**src/rtl/rrf_pkg.sv**
```systemverilog
// Shared sizing for the retirement register file: architectural and physical
// register counts, index widths and the index types derived from them.
package rrf_pkg;
    localparam int ARF_DEPTH = 32;
    localparam int PRF_DEPTH = 64;
    localparam int ARF_IDX   = $clog2(ARF_DEPTH);
    localparam int PRF_IDX   = $clog2(PRF_DEPTH);
    localparam int MAP_W     = ARF_DEPTH * PRF_IDX;
    localparam int CNT_W     = 64;

    typedef logic [ARF_IDX-1:0] arch_t;
    typedef logic [PRF_IDX-1:0] phy_t;
    typedef phy_t [ARF_DEPTH-1:0] map_t;
endpackage

```
**src/rtl/rrf_perf_counter.sv**
```systemverilog
// Free-running event counter, wraps modulo 2^WIDTH; reusable for any perf event.
module rrf_perf_counter #(
    parameter int WIDTH = 64
) (
    input  logic             clk,
    input  logic             rst,
    input  logic             inc_i,
    output logic [WIDTH-1:0] cnt_o
);
    logic [WIDTH-1:0] cnt_q, cnt_d;

    always_comb begin
        cnt_d = cnt_q;
        if (inc_i) cnt_d = cnt_q + WIDTH'(1);
    end

    always_ff @(posedge clk) begin
        if (rst) cnt_q <= '0;
        else     cnt_q <= cnt_d;
    end

    assign cnt_o = cnt_q;
endmodule

```
**src/rtl/rrf.sv**
```systemverilog
// Retirement register file: committed arch->phys map updated by in-order ROB
// retirement, returning each displaced phys reg to the free list one cycle later.
module rrf
    import rrf_pkg::*;
(
    input  logic               clk,
    input  logic               rst,
    input  logic               from_rob_valid,
    input  logic [PRF_IDX-1:0] from_rob_rd_phy,
    input  logic [ARF_IDX-1:0] from_rob_rd_arch,
    output logic               to_fl_valid,
    output logic [PRF_IDX-1:0] to_fl_free_idx,
    input  logic               flush,
    output logic [MAP_W-1:0]   committed_map,
    output logic [CNT_W-1:0]   retire_cnt
);
    map_t map_q, map_d;
    logic fl_valid_q, fl_valid_d;
    phy_t fl_idx_q, fl_idx_d;
    logic commit;
    logic alloc_clash;
    logic unused_flush;

    // The RAT copies committed_map on flush; this block itself does nothing.
    assign unused_flush = flush;

    assign commit = from_rob_valid && (from_rob_rd_arch != '0);

    always_comb begin
        map_d      = map_q;
        fl_valid_d = 1'b0;
        fl_idx_d   = fl_idx_q;
        if (commit) begin
            map_d[from_rob_rd_arch] = from_rob_rd_phy;
            fl_valid_d              = 1'b1;
            fl_idx_d                = map_q[from_rob_rd_arch];
        end
    end

    always_ff @(posedge clk) begin
        if (rst) begin
            for (int i = 0; i < ARF_DEPTH; i++) map_q[i] <= PRF_IDX'(i);
            fl_valid_q <= 1'b0;
            fl_idx_q   <= '0;
        end else begin
            map_q      <= map_d;
            fl_valid_q <= fl_valid_d;
            fl_idx_q   <= fl_idx_d;
        end
    end

    rrf_perf_counter #(.WIDTH(CNT_W)) u_retire_cnt (
        .clk   (clk),
        .rst   (rst),
        .inc_i (from_rob_valid),
        .cnt_o (retire_cnt)
    );

    assign to_fl_valid    = fl_valid_q;
    assign to_fl_free_idx = fl_idx_q;
    assign committed_map  = map_q;

    always_comb begin
        alloc_clash = 1'b0;
        for (int i = 0; i < ARF_DEPTH; i++)
            if (map_q[i] == from_rob_rd_phy) alloc_clash = 1'b1;
    end

    a_phy_known: assert property (@(posedge clk) disable iff (rst)
        from_rob_valid |-> !$isunknown(from_rob_rd_phy));

    a_no_double_alloc: assert property (@(posedge clk) disable iff (rst)
        commit |-> !alloc_clash);
endmodule

```
**config.mk**
```make
export PLATFORM = sky130hd
export DESIGN_NAME = rrf
export DESIGN_NICKNAME = d
export VERILOG_FILES = /design/src/rtl/rrf_pkg.sv /design/src/rtl/rrf_perf_counter.sv /design/src/rtl/rrf.sv
export SDC_FILE = /design/constraint.sdc
export NUM_CORES = 1
export LEC_CHECK = 0
export ABC_AREA = 1
export BUFFER_PORTS_ARGS = -buffer_cell sky130_fd_sc_hd__buf_2
export CORE_MARGIN = 2
export CORE_UTILIZATION = 40
export CTS_CLUSTER_SIZE = 16
export DETAILED_ROUTE_END_ITERATION = 10
export HOLD_SLACK_MARGIN = 0.05
export PLACE_DENSITY_LB_ADDON = 0.15
export SLEW_MARGIN = 5
export SYNTH_ARGS = -nofsm -noshare
export SYNTH_HDL_FRONTEND = slang
export SYNTH_SLANG_ARGS = --single-unit
```
**constraint.sdc**
```tcl
create_clock -name clk -period 2.4 [get_ports clk]
set_clock_uncertainty 0.2 [all_clocks]
set_input_delay 0.24 -clock clk [delete_from_list [all_inputs] [get_ports clk]]
set_output_delay 0.24 -clock clk [all_outputs]
set_load 0.01 [all_outputs]
```
==> results of run 1 <==
repair_timing:
item	in CTS	in global routing
hold endpoints to repair	58	0
resized for setup	0	4
hold buffers	4	0
endpoints found under the setup margin	0	5
how the worst max path moves through the flow:
stage / endpoint / cells after the start
4_1_cts: u_retire_cnt.cnt_o[56] / 9
5_1_grt: u_retire_cnt.cnt_o[56] / 9
6_report: u_retire_cnt.cnt_o[13] / 8
3_3_place_gp: to_fl_free_idx[4] / 11
3_5_place_dp: to_fl_free_idx[4] / 11
2_1_floorplan: u_retire_cnt.cnt_o[28] / 9
worst reg2reg max path, delay by kind of cell, from the launching register on:
kind | cells | cell delay (ns)
simple gates | 5 | 0.66
compound gates | 1 | 0.11
buf+inv | 1 | 0.55
xor+xnor | 1 | 0.17
flops | 1 | 0.43
registers in the layout, summed over array words and instances, names as in the netlist:
name,flops
u_retire_cnt.cnt_o,64
to_fl_free_idx,6
committed_map,192
to_fl_valid,1
routing by layer:
metal,GRT usage (%),routed length [µm]
met5,0,0
met2,46.7,21900
met1,35.8,19600
met4,10.7,1750
met3,4.57,3560
power groups by stage:
stage                     combinational, mW  clock [mW]  sequential (mW)
after floorplan                       0.380           0             4.57
after global placement                0.689           0             4.56
after detailed placement              0.695           0             4.56
after CTS                             0.701        5.04             4.46
after global routing                  0.767        5.21             4.47
final                                 0.708        4.98             4.47
logic make-up after synthesis:
group,after synthesis
buffers and inverters,260
DFF,263
xor gates and xnor gates,15
AOI/OAI and AO/OA,358
and+or+nand+nor,925
adders and majority gates,1
cell usage in the layout (no fill, tap or decap), types with 2 or more instances in the layout:
master         Yosys  layout
o21ai_0          206     206
clkbuf_8           0       6
clkinvlp_4         0       3
nand3b_1           2       2
o21bai_1           2       2
and3_1             2       2
nor3_1            16      16
inv_2             31      31
dlygate4sd3_1      0       4
o21ai_1           20      20
a22oi_1           12      12
nand2_1          388     388
xor2_1             7       7
nor2_8             9       9
o22ai_1            8       8
xnor2_1            8       8
dfxtp_1          263     263
buf_4              1      36
inv_4              7       8
nand4_1           30      30
buf_2              8     276
clkbuf_16          0      30
nor3_4             7       7
inv_1            154     153
nor2_4            19      22
clkinv_2           0       7
o21a_1             2       2
clkbuf_1          48       4
bufinv_16          0       5
nand3_1          105     105
buf_12             0       7
o211ai_1           8       8
nor2_2             7       7
a21oi_1           96      96
nor4_1             4       4
nor2_1           332     329
diode_2            0       3
area by class of cell:
type	instances	area share (%)
sequential	263	33.7
clock buffer	40	5.44
multi-input combinational	1299	39.6
tap	396	3.18
antenna	3	0.0481
timing repair buffer	323	11.7
inverter	193	4.77
clock inverter	16	1.52
metrics by stage:
step           hold slack (ns)  cell area [µm²]  std cells  util (%)  worst slack [ns]
2_1_floorplan            0.166            12400       1822         -             0.479
3_3_place_gp             0.230            14500       2470      47.3            0.0456
3_5_place_dp             0.251            14500       2470      47.3            0.0526
4_1_cts                 0.0828            15600       2530      50.9             0.181
5_1_grt                  0.115            15600       2532      51.0            0.0408
6_report                 0.101            15600       2533      51.0             0.219
==> out/qor.yml, run 1 <==
outcome: "finished clean"
antenna_found_initial: 2
async_reset_ff_share_pct: 0
startpoint_type: "register"
dpl.hpwl_um: 34400
initial_core_util_pct: 40.6
synth-compound-area-share_pct: 15.1
cts_buffers: 30
synthTopCellsByArea: "dfxtp_1 (42%), nand2_1 (12%), nor2_1 (10%), o21ai_0 (8.3%), inv_1 (4.7%)"
grt_max_degree: 64
crit_fanout: 6
multi_input_area_um2: 6170
via_per_inst: 5.23
synth_edf_count: 0
seqPwrFrac_pct: 44.0
finalSetupTns_ns: 0
min_period_ns: 2.18
cts.reportedPaths.clkPinSlew_ns: 0.06
yosysTopAreaCellShare_pct: 42.4
relSlewSlack_pct: 34.4
power_density_nw_per_um2: 651
cp_slowest_stage_delay_ns: 0.55
p_clk_share_pct: 49.1
clock_sinks: 263
avgSynthCellArea_um2: 6.82
ff2ff_setup_slack_ns: 0.22
die_w_um: 180
comb_power_share_pct: 7.0
synth.mux.area_fraction_pct: 0
critPathCaptureType: "register"
p_switching_mw: 2.51
critPathKind: "reg -> reg"
grt_use_total_pct: 27.8
io_pins: 278
yosysUniqueCellTypes: 40
drt-initial-drc-count: 1091
die_h_um: 180
fmax_ghz: 0.459
die_area_um2: 32500
synth_simple_gate_area_share_pct: 33.3
ir_drop_mv: 0.626
ys.flop_type: "dfxtp_1"
grt_pass1_wl_um: 71700
ys_seq_elements: 263
drive_above_1_share_pct: 21.6
startpoint: "u_retire_cnt.cnt_o[8]"
port_buffers: 276
synthesis.nets: 1838
arrival_ns: 2.48
cts_max_level: 1
drc: 0
core_area_um2: 30600
cts-root-buf: "clkbuf_16"
postRouteAntennaNets: 0
worstPathRequired_ns: 2.70
post_cts_buffers: 0
grt_pass1_vias: 12500
worstHoldPathCells: 3
syn_inst: 1822
r2r_end: "u_retire_cnt.cnt_o[13]"
yosys_warnings: 0
hp-start: "from_rob_rd_phy[5]"
fill_cells: 3139
wl_per_cell_um: 18.5
holdPathEnd: "committed_map[77]"
rr_worst_depth: 8
seqCellArea_um2: 5270
synth_top_family_by_area: "simple AND/OR/NAND/NOR gates"
post-route-period-util_pct: 90.9
timing.final.max_slew_violations: 0
syn2layout_area_growth_pct: 25.6
synth_area_um2: 12400
nNetsFinal: 2126
yosysMostFrequentCell: "nand2_1"
hold_viol: 0
vias: 13300
gp_congestion: 0.923
internal_power_mw: 7.65
max_cap_viol_count: 0
crit_chain: "nand2_1 -> nor2_1 -> nand2_1 -> nor2_2 -> xor2_1 -> nand2_1 -> a21oi_1 -> dlygate4sd3_1"
rsz0062_at_grt: "no"
crit_path_frequent_cell: "nand2_1"
synth_adder_area_share_pct: 0.101
cts_tree: "done"
synth_seq_area_share_pct: 42.4
insertion_delay_ns: 0.56
timing.rr.start: "u_retire_cnt.cnt_o[8]"
total_power_mw: 10.2
p_sw_share_pct: 24.7
synth-xor-area-share_pct: 1.06
yosysTopAreaCell: "dfxtp_1"
ys_top_cells_by_count: "nand2_1 (388), nor2_1 (332), dfxtp_1 (263)"
p_leak_nw: 7.18
rows: 64
cts_max_path_buffers: 3
hold_path.class: "in -> reg"
crit_family: "simple AND/OR/NAND/NOR gates"
grt_overflow: 0
cp_num_buf_inv: 1
tightest_slew_ns: 0.982
critPathSlowestCell: "dlygate4sd3_1"
drtPass1Iterations: 5
setup_violations: 0
wl_um: 46800
(Power assumes the default switching activity.)
==> run 2: changes to the inputs <==
CORE_MARGIN = default   (was 2)
clock period = 1.9 ns   (was 2.4 ns; I/O delays follow)
==> run 2 against run 1 <==
Compared with the run above:
- sequential share of layout area is 1.8 points lower
- maximum frequency is 20% higher
- via count is 2.9% higher
- critical path depth is 2 higher
- count of clock-buffer cells in the layout is 1 lower
- design area is 6.9% higher
- die area is 2.2% lower
- utilization is 3.5 points higher
- global-route usage is 0.38 points higher
- final cell count is 3.5% higher
- critical path type unchanged
==> out/qor.yml, run 2 (synthesis results as in run 1) <==
outcome: "finished clean"
cts_max_path_buffers: 3
grt_use_total_pct: 28.2
post_dp_cell_area_um2: 15200
core_area_um2: 30600
ff2ff_setup_slack_ns: 0.09
cts-root-buf: "clkbuf_16"
drt-initial-drc-count: 1017
power_density_nw_per_um2: 747
drtPass1Iterations: 6
die_w_um: 178
drc: 0
total_power_mw: 12.5
via_per_inst: 5.21
p_leak_nw: 7.72
mostFrequentLayoutCells: "nand2_1 (377), nor2_1 (291), buf_2 (276)"
p_switching_mw: 3.09
critPathKind: "reg -> reg"
wl_um: 46000
relSlewSlack_pct: 62.3
fmax_ghz: 0.552
cp_slowest_stage_delay_ns: 0.33
critPathSlowestCell: "dfxtp_2"
grt_pass1_wl_um: 69300
die_h_um: 178
wl_per_cell_um: 17.5
final_area_um2: 16700
crit_fanout: 3
syn2layout_area_growth_pct: 34.2
timing.final.max_slew_violations: 0
max_cap_viol_count: 0
setup_violations: 0
seqPwrFrac_pct: 45.2
initial_core_util_pct: 40.6
rsz0062_at_grt: "yes"
cts.reportedPaths.clkPinSlew_ns: 0.06
ir_drop_mv: 0.710
p_sw_share_pct: 24.8
drive_above_1_share_pct: 28.9
p_clk_share_pct: 47.1
cts_max_level: 1
critPathCaptureType: "register"
antenna_found_initial: 1
crit_chain: "ha_2 -> nand3_4 -> inv_4 -> buf_4 -> nand2_1 -> nor2_2 -> nand2_1 -> nor3_2 -> xnor2_1 -> nor2_1"
postRouteAntennaNets: 0
grt_pass1_vias: 12600
rows: 64
hold_viol: 0
nNetsFinal: 2222
hold_path.class: "in -> reg"
comb_power_share_pct: 7.7
vias: 13600
crit_path_frequent_cell: "nand2_1"
insertion_delay_ns: 0.56
cts_tree: "done"
post-route-period-util_pct: 95.4
clock_sinks: 263
tightest_slew_ns: 0.566
startpoint_type: "register"
holdWs_ns: 0.111
min_period_ns: 1.81
port_buffers: 276
grt_max_degree: 104
gp_congestion: 0.974
die_area_um2: 31800
worstPathRequired_ns: 2.13
internal_power_mw: 9.37
dpl.hpwl_um: 33400
largest_reg_flops: 192
finalSetupTns_ns: 0
io_pins: 278
cts_buffers: 29
arrival_ns: 2.04
mostFrequentLayoutCell: "nand2_1"
final_util_pct: 54.5
grt_overflow: 0
run 2: cell types whose count changed in the layout (fill, tap and decap cells not counted), sizes merged, moves of 3 or more:
cell,change
dlygate4sd3,+6
inv,+3
buf,+91
clkinv,-4
run 2: power by group through the flow:
| stage | Clock (mW) | Sequential (mW) | Combinational, mW |
|---|---|---|---|
| floorplan | 0 | 5.77 | 0.480 |
| global placement | 0 | 5.75 | 0.920 |
| detailed placement | 0 | 5.75 | 0.925 |
| CTS | 5.96 | 5.63 | 0.946 |
| global route | 6.18 | 5.63 | 1.03 |
| finish | 5.87 | 5.63 | 0.957 |
run 2: worst max-delay path, delay by kind of cell (launching register included):
kind / cells / cell delay [ns]
fa+ha+maj: 1 / 0.21
xor+xnor: 1 / 0.14
simple gates: 6 / 0.62
flops: 1 / 0.33
buf+inv: 2 / 0.18
run 2: path summary, 6_finish.rpt:
check                                            from                endpoint  cells after the start
worst max-delay path            u_retire_cnt.cnt_o[1]  u_retire_cnt.cnt_o[28]                     10
worst min-delay path              from_rob_rd_arch[4]       committed_map[51]                      6
worst max register to register  u_retire_cnt.cnt_o[1]  u_retire_cnt.cnt_o[28]                     10
worst min register to register       committed_map[3]        committed_map[3]                      2
run 2: cell type report:
class,count,area (µm²)
sequential,263,5320
clock buffer,39,833
inverter,193,749
tap,396,495
fill,3008,13900
antenna,1,2.50
clock inverter,11,155
timing repair buffer,420,2720
multi-input combinational,1299,6400
run 2: per-layer routing:
| metal | vias to the layer above | GRT usage, % | part of all wire, % |
|---|---|---|---|
| li1 | 6686 | - | - |
| met1 | 6305 | 36.5 | 42 |
| met2 | 566 | 48.0 | 47 |
| met3 | 91 | 4.24 | 7.8 |
| met4 | 0 | 8.83 | 3.0 |
| met5 | - | 0 | 0 |
run 2: timing repair:
action / CTS / global route
hold buffers: 10 / 0
setup buffers: 1 / 4
endpoints found under the hold margin: 179 / 0
endpoints found under the setup margin: 21 / 48
pin swaps: 1 / 17
resized for setup: 11 / 110
cloned: 0 / 0
run 2: metrics by stage:
step                      setup slack, ns  instances
after floorplan                    0.0567       1822
after global placement             -0.128       2556
after detailed placement           -0.131       2556
after CTS                        -0.00535       2617
after global routing              -0.0637       2621
final                              0.0882       2622
